**config.mk**
```make
export PLATFORM = sky130hd
export DESIGN_NAME = hamming_secded_stream_decoder
export DESIGN_NICKNAME = d
export VERILOG_FILES = /design/src/rtl/hamming_secded_stream_decoder_pkg.sv /design/src/rtl/hamming_secded_stream_decoder_syndrome_calc.sv /design/src/rtl/hamming_secded_stream_decoder.sv
export SDC_FILE = /design/constraint.sdc
export NUM_CORES = 1
export LEC_CHECK = 0
export CAP_MARGIN = 0
export CORE_ASPECT_RATIO = 0.7
export CORE_UTILIZATION = 57
export CTS_BUF_LIST = sky130_fd_sc_hd__clkbuf_4
export DETAILED_ROUTE_END_ITERATION = 6
export PLACE_DENSITY = 0.88
export SYNTH_ARGS = -nofsm -noshare
export SYNTH_HDL_FRONTEND = slang
export SYNTH_SLANG_ARGS = --single-unit
```
**constraint.sdc**
```tcl
create_clock -name clk -period 2.6 [get_ports clk]
set_clock_uncertainty 0.15 [all_clocks]
set_input_delay 0.52 -clock clk [delete_from_list [all_inputs] [get_ports clk]]
set_output_delay 0.52 -clock clk [all_outputs]
set_load 0.005 [all_outputs]
```
**src/rtl/hamming_secded_stream_decoder_pkg.sv**
```systemverilog
// Shared SECDED definitions for the Hamming encoder and decoder paths.
package hamming_secded_stream_decoder_pkg;

  typedef enum logic [1:0] {
    CLEAN,
    CORR,
    UNCORR
  } syn_class_e;

  // Smallest r with 2^r >= data_width + r + 1.
  function automatic int unsigned calc_r(input int unsigned data_width);
    int unsigned r;
    r = 0;
    for (int unsigned i = 1; i < 8; i++) begin
      if (r == 0 && (32'd1 << i) >= data_width + i + 1) r = i;
    end
    return r;
  endfunction

  // Codeword position of data bit idx: non-power-of-two positions from 3 upward.
  function automatic int unsigned data_pos(input int unsigned idx);
    int unsigned pos;
    int unsigned cnt;
    pos = 0;
    cnt = 0;
    for (int unsigned p = 3; p < 64; p++) begin
      if (pos == 0 && (p & (p - 1)) != 0) begin
        if (cnt == idx) pos = p;
        cnt++;
      end
    end
    return pos;
  endfunction

endpackage

```
**src/rtl/hamming_secded_stream_decoder_syndrome_calc.sv**
```systemverilog
// Combinational SECDED check: {overall parity, Hamming syndrome} of a codeword.
module secded_syndrome_calc #(
  parameter int unsigned CW_WIDTH = 13,
  parameter int unsigned R        = 4
) (
  input  logic [CW_WIDTH-1:0] codeword,
  output logic [R:0]          syndrome_c
);

  logic [R-1:0] syn_s;

  always_comb begin
    syn_s = '0;
    for (int unsigned i = 1; i < CW_WIDTH; i++) begin
      if (1'(codeword >> i)) syn_s = syn_s ^ R'(i);
    end
    syndrome_c = {^codeword, syn_s};
  end

endmodule

```
**src/rtl/hamming_secded_stream_decoder.sv**
```systemverilog
// Two-stage valid/ready SECDED decoder with saturating error counters and
// first-uncorrectable tag capture.
module hamming_secded_stream_decoder
  import hamming_secded_stream_decoder_pkg::*;
#(
  parameter  int unsigned DATA_WIDTH = 8,
  parameter  int unsigned TAG_WIDTH  = 4,
  localparam int unsigned R          = calc_r(DATA_WIDTH),
  localparam int unsigned CW_WIDTH   = DATA_WIDTH + R + 1
) (
  input  logic                  clk,
  input  logic                  rst_n,
  input  logic                  in_valid,
  output logic                  in_ready,
  input  logic [CW_WIDTH-1:0]   in_codeword,
  input  logic [TAG_WIDTH-1:0]  in_tag,
  output logic                  out_valid,
  input  logic                  out_ready,
  output logic [DATA_WIDTH-1:0] out_data,
  output logic [TAG_WIDTH-1:0]  out_tag,
  output logic                  out_corrected,
  output logic                  out_uncorrectable,
  output logic [R:0]            out_syndrome,
  input  logic                  clr_counts,
  output logic [15:0]           corr_count,
  output logic [15:0]           uncorr_count,
  output logic                  err_tag_valid,
  output logic [TAG_WIDTH-1:0]  err_tag
);

  logic                  s1_valid_q, s1_valid_d;
  logic [CW_WIDTH-1:0]   s1_cw_q, s1_cw_d;
  logic [TAG_WIDTH-1:0]  s1_tag_q, s1_tag_d;
  logic [R:0]            s1_syn_q, s1_syn_d;
  logic                  out_valid_q, out_valid_d;
  logic [DATA_WIDTH-1:0] out_data_q, out_data_d;
  logic [TAG_WIDTH-1:0]  out_tag_q, out_tag_d;
  logic                  out_corr_q, out_corr_d;
  logic                  out_uncorr_q, out_uncorr_d;
  logic [R:0]            out_syn_q, out_syn_d;
  logic [15:0]           corr_count_q, corr_count_d;
  logic [15:0]           uncorr_count_q, uncorr_count_d;
  logic                  err_tag_valid_q, err_tag_valid_d;
  logic [TAG_WIDTH-1:0]  err_tag_q, err_tag_d;

  logic [R:0]            syn_c;
  logic                  s2_ready_c;
  logic                  out_fire_c;
  syn_class_e            cls_c;
  logic [CW_WIDTH-1:0]   fixed_cw_c;
  logic [DATA_WIDTH-1:0] ext_data_c;
  logic                  unused_check_bits;

  secded_syndrome_calc #(
    .CW_WIDTH (CW_WIDTH),
    .R        (R)
  ) u_syndrome (
    .codeword   (in_codeword),
    .syndrome_c (syn_c)
  );

  assign s2_ready_c = !out_valid_q || out_ready;
  assign in_ready   = !s1_valid_q || s2_ready_c;
  assign out_fire_c = out_valid_q && out_ready;

  // Classify the S1 word and flip the indicated bit for a correctable error.
  always_comb begin
    cls_c      = CLEAN;
    fixed_cw_c = s1_cw_q;
    if (s1_syn_q[R-1:0] == '0) begin
      if (s1_syn_q[R]) cls_c = CORR;
    end else if (!s1_syn_q[R]) begin
      cls_c = UNCORR;
    end else if (32'(s1_syn_q[R-1:0]) > CW_WIDTH - 1) begin
      cls_c = UNCORR;
    end else begin
      cls_c      = CORR;
      fixed_cw_c = s1_cw_q ^ (CW_WIDTH'(1) << s1_syn_q[R-1:0]);
    end
  end

  for (genvar g = 0; g < DATA_WIDTH; g++) begin : g_extract
    assign ext_data_c[g] = fixed_cw_c[data_pos(g)];
  end

  // Check-bit positions carry no payload once the syndrome is known.
  assign unused_check_bits = ^fixed_cw_c;

  always_comb begin
    s1_valid_d      = s1_valid_q;
    s1_cw_d         = s1_cw_q;
    s1_tag_d        = s1_tag_q;
    s1_syn_d        = s1_syn_q;
    out_valid_d     = out_valid_q;
    out_data_d      = out_data_q;
    out_tag_d       = out_tag_q;
    out_corr_d      = out_corr_q;
    out_uncorr_d    = out_uncorr_q;
    out_syn_d       = out_syn_q;
    corr_count_d    = corr_count_q;
    uncorr_count_d  = uncorr_count_q;
    err_tag_valid_d = err_tag_valid_q;
    err_tag_d       = err_tag_q;

    if (in_ready) begin
      s1_valid_d = in_valid;
      if (in_valid) begin
        s1_cw_d  = in_codeword;
        s1_tag_d = in_tag;
        s1_syn_d = syn_c;
      end
    end

    if (s2_ready_c) begin
      out_valid_d = s1_valid_q;
      if (s1_valid_q) begin
        out_data_d   = ext_data_c;
        out_tag_d    = s1_tag_q;
        out_corr_d   = (cls_c == CORR);
        out_uncorr_d = (cls_c == UNCORR);
        out_syn_d    = s1_syn_q;
      end
    end

    if (out_fire_c && out_corr_q && corr_count_q != 16'hFFFF)
      corr_count_d = corr_count_q + 16'd1;
    if (out_fire_c && out_uncorr_q && uncorr_count_q != 16'hFFFF)
      uncorr_count_d = uncorr_count_q + 16'd1;
    if (out_fire_c && out_uncorr_q && !err_tag_valid_q) begin
      err_tag_valid_d = 1'b1;
      err_tag_d       = out_tag_q;
    end

    if (clr_counts) begin
      corr_count_d    = '0;
      uncorr_count_d  = '0;
      err_tag_valid_d = 1'b0;
      err_tag_d       = '0;
    end
  end

  always_ff @(posedge clk or negedge rst_n) begin
    if (!rst_n) begin
      s1_valid_q      <= 1'b0;
      s1_cw_q         <= '0;
      s1_tag_q        <= '0;
      s1_syn_q        <= '0;
      out_valid_q     <= 1'b0;
      out_data_q      <= '0;
      out_tag_q       <= '0;
      out_corr_q      <= 1'b0;
      out_uncorr_q    <= 1'b0;
      out_syn_q       <= '0;
      corr_count_q    <= '0;
      uncorr_count_q  <= '0;
      err_tag_valid_q <= 1'b0;
      err_tag_q       <= '0;
    end else begin
      s1_valid_q      <= s1_valid_d;
      s1_cw_q         <= s1_cw_d;
      s1_tag_q        <= s1_tag_d;
      s1_syn_q        <= s1_syn_d;
      out_valid_q     <= out_valid_d;
      out_data_q      <= out_data_d;
      out_tag_q       <= out_tag_d;
      out_corr_q      <= out_corr_d;
      out_uncorr_q    <= out_uncorr_d;
      out_syn_q       <= out_syn_d;
      corr_count_q    <= corr_count_d;
      uncorr_count_q  <= uncorr_count_d;
      err_tag_valid_q <= err_tag_valid_d;
      err_tag_q       <= err_tag_d;
    end
  end

  assign out_valid         = out_valid_q;
  assign out_data          = out_data_q;
  assign out_tag           = out_tag_q;
  assign out_corrected     = out_corr_q;
  assign out_uncorrectable = out_uncorr_q;
  assign out_syndrome      = out_syn_q;
  assign corr_count        = corr_count_q;
  assign uncorr_count      = uncorr_count_q;
  assign err_tag_valid     = err_tag_valid_q;
  assign err_tag           = err_tag_q;

endmodule

```
==> impl_metrics.yaml <==
outcome:
  result_of_the_run: "finished with violations"
  violations: "DRC"
clock_tree:
  postCtsSetupRepairBufs: 0
  cts_htree_levels: 3
  worst_setup_hold_path_clk_slew_ns: 0.11
  cts_resized: 0
  hold_buffers: 1
  clock-root-buffer: "clkbuf_4"
  maximum_buffer_depth_of_the_clock_tree: 2
  cts-buffers-inserted: 9
  clk_latency_ns: 0.41
  clock_sink_count: 75
  cts_tree: "yes"
cells_and_area:
  post-route-util_pct: 75.42
  postLayoutCellArea_sq_um: 4711
  final-instance-count-excl-fill: 522
  syn_to_final_growth_pct: 27.63
  nNetsFinal: 462
  drive_gt1_share_pct: 11.51
floorplanning:
  die_width_um: 98.18
  fp.dieArea_sq_um: 6806
  effective_utilization_at_floorplan_pct: 59.09
  rows: 24
  core_region_area_sq_um: 6246
  io_pins: 80
  die_height_um: 69.33
synth:
  top_cells_by_area_in_the_synthesized_netlist: "dfrtp_1 51%, xnor2_1 8.3%, mux2_2 6.7%, nor2_1 4.8%, xor2_1 4.5%"
  flip_flop_and_latch_count_after_synthesis: 75
  synth_area_sq_um: 3691
  netlist_instances: 354
  synth_area_leader_cell: "dfrtp_1"
  synth_flop_cell: "dfrtp_1"
  ys_warn_count: 0
  syn_area_per_cell_sq_um: 10.43
  synth_top_area_share_pct: 50.85
  synthTopCellsByCount: "75 x dfrtp_1, 47 x nor2_1, 35 x xnor2_1"
  ys_async_sr_fraction_pct: 100.0
  synth-edff-count: 0
  synth_most_common_cell: "dfrtp_1"
  synth.yosys.seq_area_share_pct: 50.85
  synthesis.nets: 378
  yosysUniqueCellTypes: 38
grt:
  grt-ovfl-total: 0
  antenna_found_initial: 1
  grt_start_max_net_pins: 46
  first_global_vias: 2820
  grt_pass1_wl_um: 13250
  grt_usage_pct: 24.66
place:
  post_dp_cell_area_sq_um: 4586
  dpl.hpwl_um: 5624
  numPlacedInstances: 504
  gp_congestion: 0.8113
  port_buffers: 79
  dp_slack_ns: 0.1510
sta:
  setup_violations: 0
  finalHoldViolations: 0
  rsz0062_at_grt: "false"
  max_slew_margin_vs_limit_pct: 67.61
  post-route-min-period_ns: 2.462
  max_clock_freq_mhz: 406.2
  max_slew_violation_count: 0
  final_sum_of_negative_setup_slack_ns: 0
  max_slew.worst_pin.slew_ns: 0.4818
  post-route-worst-setup-slack_ns: 0.1379
  period_share_pct: 94.70
critical_path:
  worstReg2RegEnd: "corr_count[14]"
  worstSetupPathType: "in2out"
  critPathRequiredTime_ns: 1.93
  critPathLaunchType: "input port"
  r2r.worst_path.cells: 6
  reg2reg_slack_ns: 0.68
  maximum_fanout_encountered_on_the_critical_timing_path: 6
  worstPathArrival_ns: 1.79
  critPathCaptureType: "output pin"
  timing.rr.start: "corr_count[1]"
pwr:
  power_density_nw_per_um2: 598.8
  total_leakage_power_nw: 1.916
  vdd.ir_drop.worst_mv: 0.4182
route:
  dr.first_iter.drc_count: 152
  wire_length_per_cell_after_detailed_routing_um: 14.65
  drt.antenna.violating_nets: 0
  detail_route.wirelength_um: 7648
  vias: 2838
  number_of_design_rule_violations_left_after_detail_routing: 3
  detail_route.first_pass.iterations: 7
  routed_via_density: 5.437
flow_run:
  maxCapViolations: 0
worst_hold_path:
  whs_endpoint: "out_data[4]"
  cell_depth_of_the_worst_min_delay_path: 2
  min-delay-start: "out_data[4]"
  holdCritPathClass: "reg2reg"
## cell type report
| cell class | count | area, sq um |
|---|---|---|
| flip-flops and latches | 75 | 1877 |
| well taps | 78 | 97.59 |
| clock inverters | 7 | 45.04 |
| repair buffers | 87 | 863.3 |
| clock buffers | 9 | 67.56 |
| inverters | 4 | 15.01 |
| multi-input cells | 261 | 1743 |
| diodes | 1 | 2.502 |
| fillers | 459 | 1535 |
## stage by stage
step	power (mW)	hold WS, ns
floorplan	1.846	0.07441
global placement	2.215	0.3142
detailed placement	2.245	0.3208
CTS	2.852	0.3467
global route	2.995	0.3631
finish	2.821	0.3432
## where the power goes
part           total [mW]  switching, mW  internal [mW]
clock network       0.600          0.409          0.191
registers            1.50          0.163           1.34
logic               0.722          0.281          0.441
total                2.82          0.853           1.97
## cell families after synthesis
| kind of cell | after synthesis | share of synthesized area, % |
|---|---|---|
| mux | 29 | 8.610 |
| flops | 75 | 50.85 |
| fa+ha+maj | 2 | 0.6779 |
| buf+inv | 18 | 1.932 |
| simple gates | 142 | 19.73 |
| compound gates | 34 | 5.390 |
| xor+xnor | 54 | 12.81 |
## worst max-delay path, cell delays in order
cell,delay [ns]
clkdlybuf4s50_1,0.58
nand3b_1,0.18
clkdlybuf4s50_1,0.51
## metal layers
layer,GRT usage [%],wire [um],vias to the layer above
met2,39.51,3688,74
li1,-,-,1388
met3,6.250,374,0
met1,34.04,3584,1376
met4,5.970,0,0
met5,0,0,-
## registers in the layout, indices dropped and copies added (netlist names)
signal	flops
err_tag_valid	1
err_tag	4
out_valid	1
out_tag	4
s1_syn_q	5
s1_tag_q	4
out_data	8
out_syndrome	5
corr_count	16
out_corrected	1
s1_valid_q	1
uncorr_count	16
out_uncorrectable	1
s1_cw_q	8
## placed cells by master (no fill, tap or decap), drive strengths merged, types with 3 or more instances in the layout
cell,count
clkinv,5
nand3,10
clkbuf,9
nand4,14
o21ai,21
and4,3
nand2b,6
or2,3
nor3,5
a21oi,4
dfrtp,75
nor4,6
clkdlybuf4s50,78
nor2,47
xor2,19
mux2i,7
and2,3
nand2,32
o211ai,5
and3,4
buf,8
xnor2,35
inv,4
nand3b,3
mux2,22
## worst max-delay path by stage
stage	startpoint	endpoint	cells past startpoint
global route	out_ready	in_ready	3
global placement	out_ready	in_ready	3
finish	out_ready	in_ready	3
CTS	out_ready	in_ready	3
floorplan	corr_count[0]	corr_count[1]	6
detailed placement	out_ready	in_ready	3
No activity file was read; power rests on OpenSTA's default activity.
